===== src/rtl/btn_cond_pkg.sv =====
// rtl/btn_cond_pkg.sv - shared constants and sizing helpers for the button conditioner
package btn_cond_pkg;

    localparam int BTN_DB_CYCLES     = 500000;
    localparam int BTN_HOLD_CYCLES   = 50000000;
    localparam int BTN_REPEAT_CYCLES = 10000000;
    localparam int BTN_CNT_WIDTH     = 16;

    function automatic int clog2(input int value);
        int r;
        int p;
        r = 0;
        p = 1;
        while (p < value) begin
            p = p * 2;
            r++;
        end
        return r;
    endfunction

    function automatic int max_int(input int a, input int b);
        return (a > b) ? a : b;
    endfunction

endpackage


===== src/rtl/btn_channel.sv =====
// rtl/btn_channel.sv - one button: sync, debounce, edge pulses, hold/repeat, press counter
module btn_channel
    import btn_cond_pkg::*;
#(
    parameter int DB_CYCLES     = BTN_DB_CYCLES,
    parameter int HOLD_CYCLES   = BTN_HOLD_CYCLES,
    parameter int REPEAT_CYCLES = BTN_REPEAT_CYCLES,
    parameter int CNT_WIDTH     = BTN_CNT_WIDTH,
    parameter bit REPEAT_EN     = 1'b1,
    parameter bit SATURATE      = 1'b0
) (
    input  logic                 sys_clk,
    input  logic                 sys_rst_n,
    input  logic                 btn_raw,
    input  logic                 cnt_clr,
    output logic                 btn_level,
    output logic                 btn_press,
    output logic                 btn_release,
    output logic                 btn_long,
    output logic                 btn_repeat,
    output logic [CNT_WIDTH-1:0] press_cnt
);

    localparam int DB_W   = clog2(DB_CYCLES + 1);
    localparam int HOLD_W = clog2(max_int(HOLD_CYCLES, REPEAT_CYCLES) + 1);

    localparam logic [DB_W-1:0]   DB_LAST   = DB_W'(DB_CYCLES - 1);
    localparam logic [HOLD_W-1:0] HOLD_LAST = HOLD_W'(HOLD_CYCLES - 1);
    localparam logic [HOLD_W-1:0] REP_LAST  = HOLD_W'(REPEAT_CYCLES - 1);

    logic              s1;
    logic              s2;
    logic [DB_W-1:0]   db_cnt;
    logic [HOLD_W-1:0] hold_cnt;
    logic              db_done;
    logic              rise;
    logic              fall;
    logic              hold_hit;
    logic              cnt_inc;

    // hold_cnt doubles as the repeat-phase timer once btn_long is set
    always_comb begin
        db_done  = (s2 != btn_level) && (db_cnt == DB_LAST);
        rise     = db_done && s2;
        fall     = db_done && !s2;
        hold_hit = btn_level && !fall &&
                   (hold_cnt == (btn_long ? REP_LAST : HOLD_LAST));
        cnt_inc  = (btn_press || btn_repeat) && !(SATURATE && (&press_cnt));
    end

    always_ff @(posedge sys_clk) begin
        if (!sys_rst_n) begin
            s1          <= 1'b0;
            s2          <= 1'b0;
            db_cnt      <= '0;
            btn_level   <= 1'b0;
            btn_press   <= 1'b0;
            btn_release <= 1'b0;
        end else begin
            s1          <= btn_raw;
            s2          <= s1;
            btn_press   <= rise;
            btn_release <= fall;
            if (s2 != btn_level) begin
                if (db_done) begin
                    btn_level <= s2;
                    db_cnt    <= '0;
                end else begin
                    db_cnt <= db_cnt + DB_W'(1);
                end
            end else begin
                db_cnt <= '0;
            end
        end
    end

    // the release edge suppresses any repeat that would land on it
    always_ff @(posedge sys_clk) begin
        if (!sys_rst_n) begin
            hold_cnt   <= '0;
            btn_long   <= 1'b0;
            btn_repeat <= 1'b0;
        end else if (!btn_level || fall) begin
            hold_cnt   <= '0;
            btn_long   <= 1'b0;
            btn_repeat <= 1'b0;
        end else if (hold_hit) begin
            hold_cnt   <= '0;
            btn_long   <= 1'b1;
            btn_repeat <= REPEAT_EN;
        end else begin
            hold_cnt   <= hold_cnt + HOLD_W'(1);
            btn_repeat <= 1'b0;
        end
    end

    always_ff @(posedge sys_clk) begin
        if (!sys_rst_n) begin
            press_cnt <= '0;
        end else if (cnt_clr) begin
            press_cnt <= '0;
        end else if (cnt_inc) begin
            press_cnt <= press_cnt + CNT_WIDTH'(1);
        end
    end

endmodule


===== src/rtl/btn_conditioner.sv =====
// rtl/btn_conditioner.sv - N_BTN independent button channels with packed outputs
module btn_conditioner
    import btn_cond_pkg::*;
#(
    parameter int               N_BTN         = 3,
    parameter int               DB_CYCLES     = BTN_DB_CYCLES,
    parameter int               HOLD_CYCLES   = BTN_HOLD_CYCLES,
    parameter int               REPEAT_CYCLES = BTN_REPEAT_CYCLES,
    parameter logic [N_BTN-1:0] REPEAT_EN     = {N_BTN{1'b1}},
    parameter int               CNT_WIDTH     = BTN_CNT_WIDTH,
    parameter bit               SATURATE      = 1'b0
) (
    input  logic                         sys_clk,
    input  logic                         sys_rst_n,
    input  logic [N_BTN-1:0]             btn_raw,
    input  logic [N_BTN-1:0]             cnt_clr,
    output logic [N_BTN-1:0]             btn_level,
    output logic [N_BTN-1:0]             btn_press,
    output logic [N_BTN-1:0]             btn_release,
    output logic [N_BTN-1:0]             btn_long,
    output logic [N_BTN-1:0]             btn_repeat,
    output logic [N_BTN*CNT_WIDTH-1:0]   press_cnt
);

    for (genvar i = 0; i < N_BTN; i++) begin : g_ch
        btn_channel #(
            .DB_CYCLES     (DB_CYCLES),
            .HOLD_CYCLES   (HOLD_CYCLES),
            .REPEAT_CYCLES (REPEAT_CYCLES),
            .CNT_WIDTH     (CNT_WIDTH),
            .REPEAT_EN     (REPEAT_EN[i]),
            .SATURATE      (SATURATE)
        ) u_ch (
            .sys_clk     (sys_clk),
            .sys_rst_n   (sys_rst_n),
            .btn_raw     (btn_raw[i]),
            .cnt_clr     (cnt_clr[i]),
            .btn_level   (btn_level[i]),
            .btn_press   (btn_press[i]),
            .btn_release (btn_release[i]),
            .btn_long    (btn_long[i]),
            .btn_repeat  (btn_repeat[i]),
            .press_cnt   (press_cnt[i*CNT_WIDTH +: CNT_WIDTH])
        );
    end

endmodule


===== config.mk =====
export PLATFORM = sky130hd
export DESIGN_NAME = btn_conditioner
export DESIGN_NICKNAME = d
export VERILOG_FILES = /design/src/rtl/btn_cond_pkg.sv /design/src/rtl/btn_channel.sv /design/src/rtl/btn_conditioner.sv
export SDC_FILE = /design/constraint.sdc
export NUM_CORES = 1
export LEC_CHECK = 0
export ABC_AREA = 0
export BUFFER_PORTS_ARGS = -buffer_cell sky130_fd_sc_hd__clkbuf_2
export CAP_MARGIN = 20
export CORE_AREA = 3 3 129 131
export DETAILED_ROUTE_END_ITERATION = 16
export DIE_AREA = 0 0 132 134
export MAX_ROUTING_LAYER = met4
export PLACE_DENSITY = 0.89
export SKIP_LAST_GASP = 1
export SLEW_MARGIN = 10
export SYNTH_ARGS = -nofsm -noshare
export SYNTH_HDL_FRONTEND = slang
export SYNTH_SLANG_ARGS = --single-unit

===== constraint.sdc =====
create_clock -name sys_clk -period 3.3 [get_ports sys_clk]
set_clock_uncertainty 0.2 [all_clocks]
set_input_delay 0.33 -clock sys_clk [delete_from_list [all_inputs] [get_ports sys_clk]]
set_output_delay 0.33 -clock sys_clk [all_outputs]
set_load 0.005 [all_outputs]

==> impl_results.md, run 1 <==
* Status: completed
* CTS root buffer: clkbuf_16
* DRT Wirelength at just under 20000 um
* Multi-input logic area at 0.00488 sq mm
* Post-synthesis simple-gate area fraction at 29.8%
* # rows at 46
* Grt ovf at 0
* Later-pin clock latency in the skew report at approximately 0.50 ns
* RSZ-0062 raised after global routing: no
* Post-Syn Area per Cell at 8.86 sq um
* Register area at 0.00408 sq mm
* Reg2reg end: g_ch[2].u_ch.hold_cnt[20]
* Vias in the first global route at roughly 7400
* Total track usage at 22.4%
* Worst setup EP type: flop
* Yosys cell types at 57
* Fillers at approximately 1200
* Critical path class: flop to flop
* Crit path largest cell delay at 0.69 ns
* Clock sinks at 204
* ANT cells at 0
* Reg2reg path depth at 5
* WL/cell at 14.8 um
* CP cell instances: ha_1 -> nand4_1 -> or4_1 -> or4_1 -> a211oi_1
* Hold path depth at 2
* Compound-Gate Fraction of Synth Area at 10.8%
* Finished Cell Area at roughly 0.011 sq mm
* Final setup viols at 0
* Min-delay worst type: primary input to flop
* ANT nets after route at 0
* Layout cells sized above 1 at 12.0%
* Mux contribution to synthesized area at 0%
* Relative slew slack at 51.6%
* CTS tree: done
* Chip Width at 132 um
* Core Area at 0.0157 sq mm
* Crit path DAT at between 2 and 3 ns
* Area growth, synth to finish at 13.2%
* Cts repair resizes at 0
* I/O Pins at 71
* Post-synth EDFFs at 0
* Max Fanout on Critical Path at 11
* Post-synthesis xor/xnor area fraction at 10.3%
* Die Ht at 134 um
* H-tree Lvls at 1
* Die ar. at between 0.015 and 0.02 sq mm
* Fmax at 0.393 GHz
* Initial Util at 59.3%
* Hold_sp: sys_rst_n
* Worst path required time at 3.51 ns
* Worst Max-Slew Pin Slew at 0.724 ns
* Asr flop ratio synth at 0%
* Reg-to-reg critical path startpoint: g_ch[2].u_ch.hold_cnt[0]
* Pin count of the biggest net entering global routing at 30
* Slew Limit Fails at 0
* Slowest cell on crit path: or4_1
* Final GP Congestion at 0.881
* Flop2flop setup slack at 0.75 ns
* Peak supply drop at around 460 uV
* Final min period at roughly 2.5 ns
* Fin Setup TNS at 0 ns
* Critical Path Source Type: flop
* Routed vias at around 8000
* DP Area at just under 0.01 sq mm
* Largest family of logic cells by synthesized area: simple AND/OR/NAND/NOR gates
* Pleak at 3.27 nW
* Tcrit/Tclk final at 77.2%
* Origin of the worst setup path: g_ch[2].u_ch.hold_cnt[0]
* Most used DFF post-synth: dfxtp_1
* Top cell by count, worst path: or4_1
* IO buf count at 70
* DRC Markers at 0
* MaxCap Viol Count at 0
* Iter 0 DRT Violations at 548
* Router iterations before antenna repair at 5
* Mapped cell area at around 0.0093 sq mm
* Endpoints failing hold at 0
* Power Dens Cells at 475 mW/mm^2
* Clock-pin slew on the worst setup and hold paths at 0.06 ns
* CTS Buf Count at 22
* Post-synthesis sequential area ratio at 43.8%
* CTS max path bufs at 3
* Initial antenna violation count at 0
* Warnings from Yosys at 0
* Cells after Synth at 1052
* Min-Delay Endpoint: g_ch[1].u_ch.s1
* Final Util at 67.2%
* FF+latch count, synth at 204
* Post-Syn Nets at between 1000 and 1500
* Synth Area in Adders at 1.21%
* First-pass GRT wire length at 33800 um
* Via density at around 6.0
* Detailed Place HPWL at 13200 um
* Nets at approximately 1100
-- worst max-delay path by stage --
stage                                 to  slack (ns)
5_1_grt          g_ch[1].u_ch.db_cnt[16]        0.58
4_1_cts        g_ch[2].u_ch.hold_cnt[20]        0.76
2_1_floorplan   g_ch[2].u_ch.hold_cnt[2]        0.96
6_report       g_ch[2].u_ch.hold_cnt[20]        0.75
3_5_place_dp   g_ch[2].u_ch.hold_cnt[20]        0.80
3_3_place_gp   g_ch[1].u_ch.hold_cnt[20]        0.87
-- layout by cell type, fill, tap and decap left out, types with 3 or more instances in the layout --
cell type / n
a211oi_1: 31
a21oi_1: 29
and2_1: 11
and3_1: 8
and4_1: 20
buf_4: 11
bufinv_16: 3
clkbuf_1: 4
clkbuf_16: 23
clkbuf_2: 70
dfxtp_1: 204
dlygate4sd3_1: 4
ha_1: 9
inv_1: 23
nand2_1: 64
nand2b_1: 3
nand3_1: 60
nand4_1: 54
nor2_1: 91
nor2b_1: 4
nor3_1: 66
nor3b_1: 5
nor4_1: 14
nor4b_1: 8
o211ai_1: 8
o21ai_0: 39
o21ba_2: 3
o31ai_1: 23
or2_2: 5
or3_1: 38
or4_1: 38
xnor2_1: 50
xor2_1: 60
-- power by group --
part           internal, mW  switching (mW)  leakage, nW
Clock                  1.54           0.956        0.353
Combinational        0.0133          0.0264         1.27
Sequential             2.47         0.00364         1.64
-- through the flow --
stage               hold WS [ns]  instances  setup WS, ns  total power, mW
finish                     0.172       1335         0.754             5.01
CTS                        0.163       1335         0.764             5.05
global placement           0.218       1296         0.865             2.56
global route               0.200       1335         0.580             5.14
detailed placement         0.220       1296         0.801             2.56
floorplan                  0.212       1052         0.963             2.55
-- routing by layer --
metal  wire (um)  GRT usage [%]  up-vias
met1        8620           27.2     3773
met3        1050           3.79       46
met5           0              -        -
li1            -              -     3959
met4         444           7.23        0
met2        9600           38.2      201
-- timing repair --
item | 4_1_cts | 5_1_grt
buffers inserted | 0 | 0
hold endpoints to repair | 5 | 0
hold buffers | 4 | 0
-- cells by family (layout without fill, tap and decap cells) --
kind of cell             Yosys count  in the layout
AO/OA/AOI/OAI                    148            148
XOR/XNOR                         110            110
adder cells (fa/ha/maj)            9              9
buffers and inverters             78            145
flip-flops                       204            204
AND/OR/NAND/NOR                  503            503
-- synth_stat cells, types with 8 or more instances --
master | count | share of area, %
nand4_1 | 54 | 3.6
nor3_1 | 66 | 3.5
xnor2_1 | 50 | 4.7
buf_2 | 10 | 0.54
clkbuf_1 | 23 | 0.93
nor2_1 | 91 | 3.7
xor2_1 | 60 | 5.6
a21oi_1 | 29 | 1.6
o211ai_1 | 8 | 0.64
and2_1 | 11 | 0.74
nand2_1 | 64 | 2.6
o21ai_0 | 39 | 2.1
nor4b_1 | 8 | 0.75
or3_1 | 38 | 2.5
and4_1 | 20 | 1.9
a211oi_1 | 31 | 2.5
o31ai_1 | 23 | 1.9
and3_1 | 8 | 0.54
or4_1 | 38 | 3.1
buf_4 | 17 | 1.4
nand3_1 | 60 | 3.2
ha_1 | 9 | 1.2
inv_1 | 23 | 0.93
nor4_1 | 14 | 0.94
dfxtp_1 | 204 | 44
-- sequential cells by signal, indices dropped and copies added, names as in the netlist --
signal,count
g_ch.u_ch.btn_level,3
g_ch.u_ch.btn_long,3
g_ch.u_ch.db_cnt,57
g_ch.u_ch.press_cnt,48
g_ch.u_ch.s1,3
g_ch.u_ch.s2,3
g_ch.u_ch.hold_cnt,78
g_ch.u_ch.btn_press,3
g_ch.u_ch.btn_release,3
g_ch.u_ch.btn_repeat,3
-- cell type report --
class / instances / share of cell area [%]
Multi-Input combinational cell: 770 / 46.3
Sequential cell: 204 / 38.7
Clock buffer: 29 / 5.86
Timing Repair Buffer: 86 / 4.67
Tap cell: 216 / 2.56
Clock inverter: 6 / 1.06
Inverter: 24 / 0.854
-- critical path: cells and delay by family, from the launching register on --
kind / cells / cell delay (ns)
fa+ha+maj: 1 / 0.24
simple gates: 3 / 1.41
compound gates: 1 / 0.24
flops: 1 / 0.37
(Power assumes the default switching activity.)
==> run 2: changes to the inputs <==
--- a/config.mk
+++ b/config.mk
@@ -5,14 +5,14 @@
 export SDC_FILE = /design/constraint.sdc
 export NUM_CORES = 1
 export LEC_CHECK = 0
-export ABC_AREA = 0
+export ABC_AREA = 1
 export BUFFER_PORTS_ARGS = -buffer_cell sky130_fd_sc_hd__clkbuf_2
 export CAP_MARGIN = 20
-export CORE_AREA = 3 3 129 131
+export CORE_AREA = 3 3 142 144
 export DETAILED_ROUTE_END_ITERATION = 16
-export DIE_AREA = 0 0 132 134
+export DIE_AREA = 0 0 145 147
 export MAX_ROUTING_LAYER = met4
-export PLACE_DENSITY = 0.89
+export PLACE_DENSITY = 0.85
 export SKIP_LAST_GASP = 1
 export SLEW_MARGIN = 10
 export SYNTH_ARGS = -nofsm -noshare
==> constraint.sdc (replaced) <==
create_clock -name sys_clk -period 2.2 [get_ports sys_clk]
set_clock_uncertainty 0.2 [all_clocks]
set_input_delay 0.22 -clock sys_clk [delete_from_list [all_inputs] [get_ports sys_clk]]
set_output_delay 0.22 -clock sys_clk [all_outputs]
set_load 0.005 [all_outputs]
==> run 2 against run 1 <==
  * Power grew 52%
  * Flip-flop and latch count is the same
  * Sequential power grew 50%
  * Die area grew 21%
  * Global-route usage grew 0.053 points
  * Hold slack lost 0.14 ns
  * Largest cell class unchanged
==> impl_results.md, run 2 <==
* I/O Pins at 71
* Crit path DAT at approximately 2.2 ns
* Post-synthesis sequential area ratio at 39.4%
* WL/cell at 12.2 um
* Most used DFF post-synth: dfxtp_1
* Nets at between 1500 and 2000
* Post-Syn Nets at 1585
* Final GP Congestion at 0.952
* Status: completed
* Min-Delay Endpoint: g_ch[1].u_ch.press_cnt[11]
* Tcrit/Tclk final at 89.8%
* Yosys cell types at 37
* CTS root buffer: clkbuf_16
* Critical path class: flop to flop
* Largest cells by area after synthesis: dfxtp_1 (39%), nand2_1 (14%), nor2_1 (13%), inv_1 (7.3%), nand3_1 (4.2%)
* # rows at 50
* Post-Syn Area per Cell at about 6.6 sq um
* DP Area at 0.0109 sq mm
* Hold path depth at 5
* Post-synth EDFFs at 0
* Max reg flops at between 70 and 80
* Vias in the first global route at 9195
* Commonest cells after routing, fill and taps aside: nand2_1 (390), nor2_1 (348), dfxtp_1 (204)
* Via density at 5.06
* Top flop regs: g_ch.u_ch.hold_cnt x78, g_ch.u_ch.db_cnt x57, g_ch.u_ch.press_cnt x48
* Synth cell count leaders: nand2_1 (390), nor2_1 (348), dfxtp_1 (204)
* Pre-CTS setup slack at 0.268 ns
* Die Ht at 147 um
* Grt ovf at 0
* DRC Markers at 0
* Final min period at approximately 2.0 ns
* Reg2reg path depth at 8
* Worst setup EP type: flop
* ANT cells at 0
* Layout cells sized above 1 at under 10%
* IO buf count at 70
* Pin count of the biggest net entering global routing at 27
* Router iterations before antenna repair at 6
* Finished Cell Area at ~0.012 sq mm
* Relative slew slack at 66.6%
* Reg-to-reg critical path startpoint: g_ch[1].u_ch.db_cnt[0]
* CTS max path bufs at 3
* Total track usage at 22.5%
* H-tree Lvls at 1
* CTS Buf Count at 23
* Clock sinks at 204
* Die ar. at 0.0213 sq mm
* Detailed Place HPWL at around 17000 um
* Pleak at 4.11 nW
* Final cell count without fillers at 1928
* Final setup viols at 0
* Hold_sp: cnt_clr[1]
* Asr flop ratio synth at 0%
* CTS tree: done
* ANT nets after route at 0
* Initial Util at 55.0%
* Reg2reg end: g_ch[1].u_ch.hold_cnt[1]
* Power Dens Cells at ~650 mW/mm^2
* RSZ-0062 raised after global routing: no
* Most common cell after layout, fill and taps aside: nand2_1
* Final worst slack at roughly 0.22 ns
* Slew Limit Fails at 0
* Initial antenna violation count at 0
* Most frequent cell after synthesis: nand2_1
* Yosys top cell area share at 39.4%
* Top reg by flops: g_ch.u_ch.hold_cnt
* Final hold slack at roughly 0.030 ns
* Final Total Pwr at 7.61 mW
* Routed vias at 9754
* Chip Width at 145 um
* Final Util at 62.3%
* First-pass GRT wire length at 40600 um
* Fillers at 1654
* Fmax at 0.506 GHz
* Flop2flop setup slack at 0.22 ns
* Max Fanout on Critical Path at 26
* DRT Wirelength at 23500 um
* Core Area at 0.0188 sq mm
* MaxCap Viol Count at 0
* Endpoints failing hold at 0
* Iter 0 DRT Violations at between 600 and 700
* Fin Setup TNS at 0 ns
* Later-pin clock latency in the skew report at 0.51 ns
* Leading area contributor after synthesis: dfxtp_1
* Cells after Synth at between 1500 and 2000
* Mapped cell area at 0.0104 sq mm
* Min-delay worst type: primary input to flop
* Area growth, synth to finish at 13.2%
* Clock-pin slew on the worst setup and hold paths at roughly 0.060 ns
* Worst path required time at 2.38 ns
* FF+latch count, synth at about 200
* Post-CTS setup buffers at 0
* DP Cell Count at 1879
* Warnings from Yosys at 0
* Peak supply drop at 617 uV
* Worst Max-Slew Pin Slew at 0.499 ns
* Critical Path Source Type: flop
## run 2: changes by cell type after synthesis, sizes merged, moves of 19 or more
cell / delta
nand2: +329
nor2: +281
inv: +180
or4: -39
or3: -38
a211oi: -34
nand3: +33
nand4: -26
xnor2: -24
clkbuf: -23
o31ai: -23
and4: -20
a21oi: +19
nor3: -19
## run 2: timing repair
| action | CTS | global route |
|---|---|---|
| endpoints found under the hold margin | 27 | 0 |
| gates resized for setup | 0 | 0 |
| hold buffers | 7 | 0 |
## run 2: cell families (layout without fill, tap and decap cells)
| logic type | count (synthesis) | count (layout) | synth area share [%] |
|---|---|---|---|
| and+or+nand+nor | 965 | 965 | 39.6 |
| buffers and inverters | 232 | 332 | 9.54 |
| DFF | 204 | 204 | 39.4 |
| AOI/OAI and AO/OA | 86 | 86 | 4.26 |
| xor gates and xnor gates | 72 | 72 | 6.08 |
| adders and majority gates | 9 | 9 | 1.09 |
## run 2: layout make-up
| type | instances | area (sq um) | share of cell area, % |
|---|---|---|---|
| Sequential cell | 204 | 4080 | 34.8 |
| Tap cell | 260 | 325 | 2.77 |
| Multi-Input combinational cell | 1132 | 5290 | 45.1 |
| Timing Repair Buffer | 87 | 508 | 4.33 |
| Clock buffer | 31 | 656 | 5.59 |
| Inverter | 203 | 762 | 6.49 |
| Clock inverter | 11 | 109 | 0.928 |
## run 2: how the worst max path moves through the flow
stage                                   startpoint                         to  slack (ns)  cells past startpoint
final                       g_ch[1].u_ch.db_cnt[0]   g_ch[1].u_ch.hold_cnt[1]        0.22                      8
after global routing        g_ch[1].u_ch.db_cnt[0]  g_ch[1].u_ch.hold_cnt[25]       0.003                      8
after CTS                   g_ch[1].u_ch.db_cnt[0]   g_ch[1].u_ch.hold_cnt[1]        0.22                      8
after detailed placement  g_ch[0].u_ch.hold_cnt[0]   g_ch[0].u_ch.hold_cnt[3]        0.27                      8
after global placement      g_ch[1].u_ch.db_cnt[0]  g_ch[1].u_ch.hold_cnt[18]        0.34                      8
after floorplan             g_ch[2].u_ch.db_cnt[0]  g_ch[2].u_ch.hold_cnt[12]        0.49                      9
## run 2: routing by layer
metal	track usage [%]	wire length [um]
met1	26.4	10200
met2	38.8	11000
met3	5.43	1640
met4	5.70	568
met5	-	0
## run 2: power breakdown
part / internal (mW) / switching [mW]
Combinational: 0.0304 / 0.0518
Clock: 2.32 / 1.50
Sequential: 3.70 / 0.00420
Total: 6.05 / 1.56
## run 2: worst max-delay path, stage by stage (launching register included)
cell and delay (ns):
dfxtp_1 0.35, ha_1 0.24, nand3_2 0.15, nor2_1 0.17, nand3_1 0.15, nand2_1 0.09, nor2_1 0.05, nand2_2 0.36
nor2_1 0.08
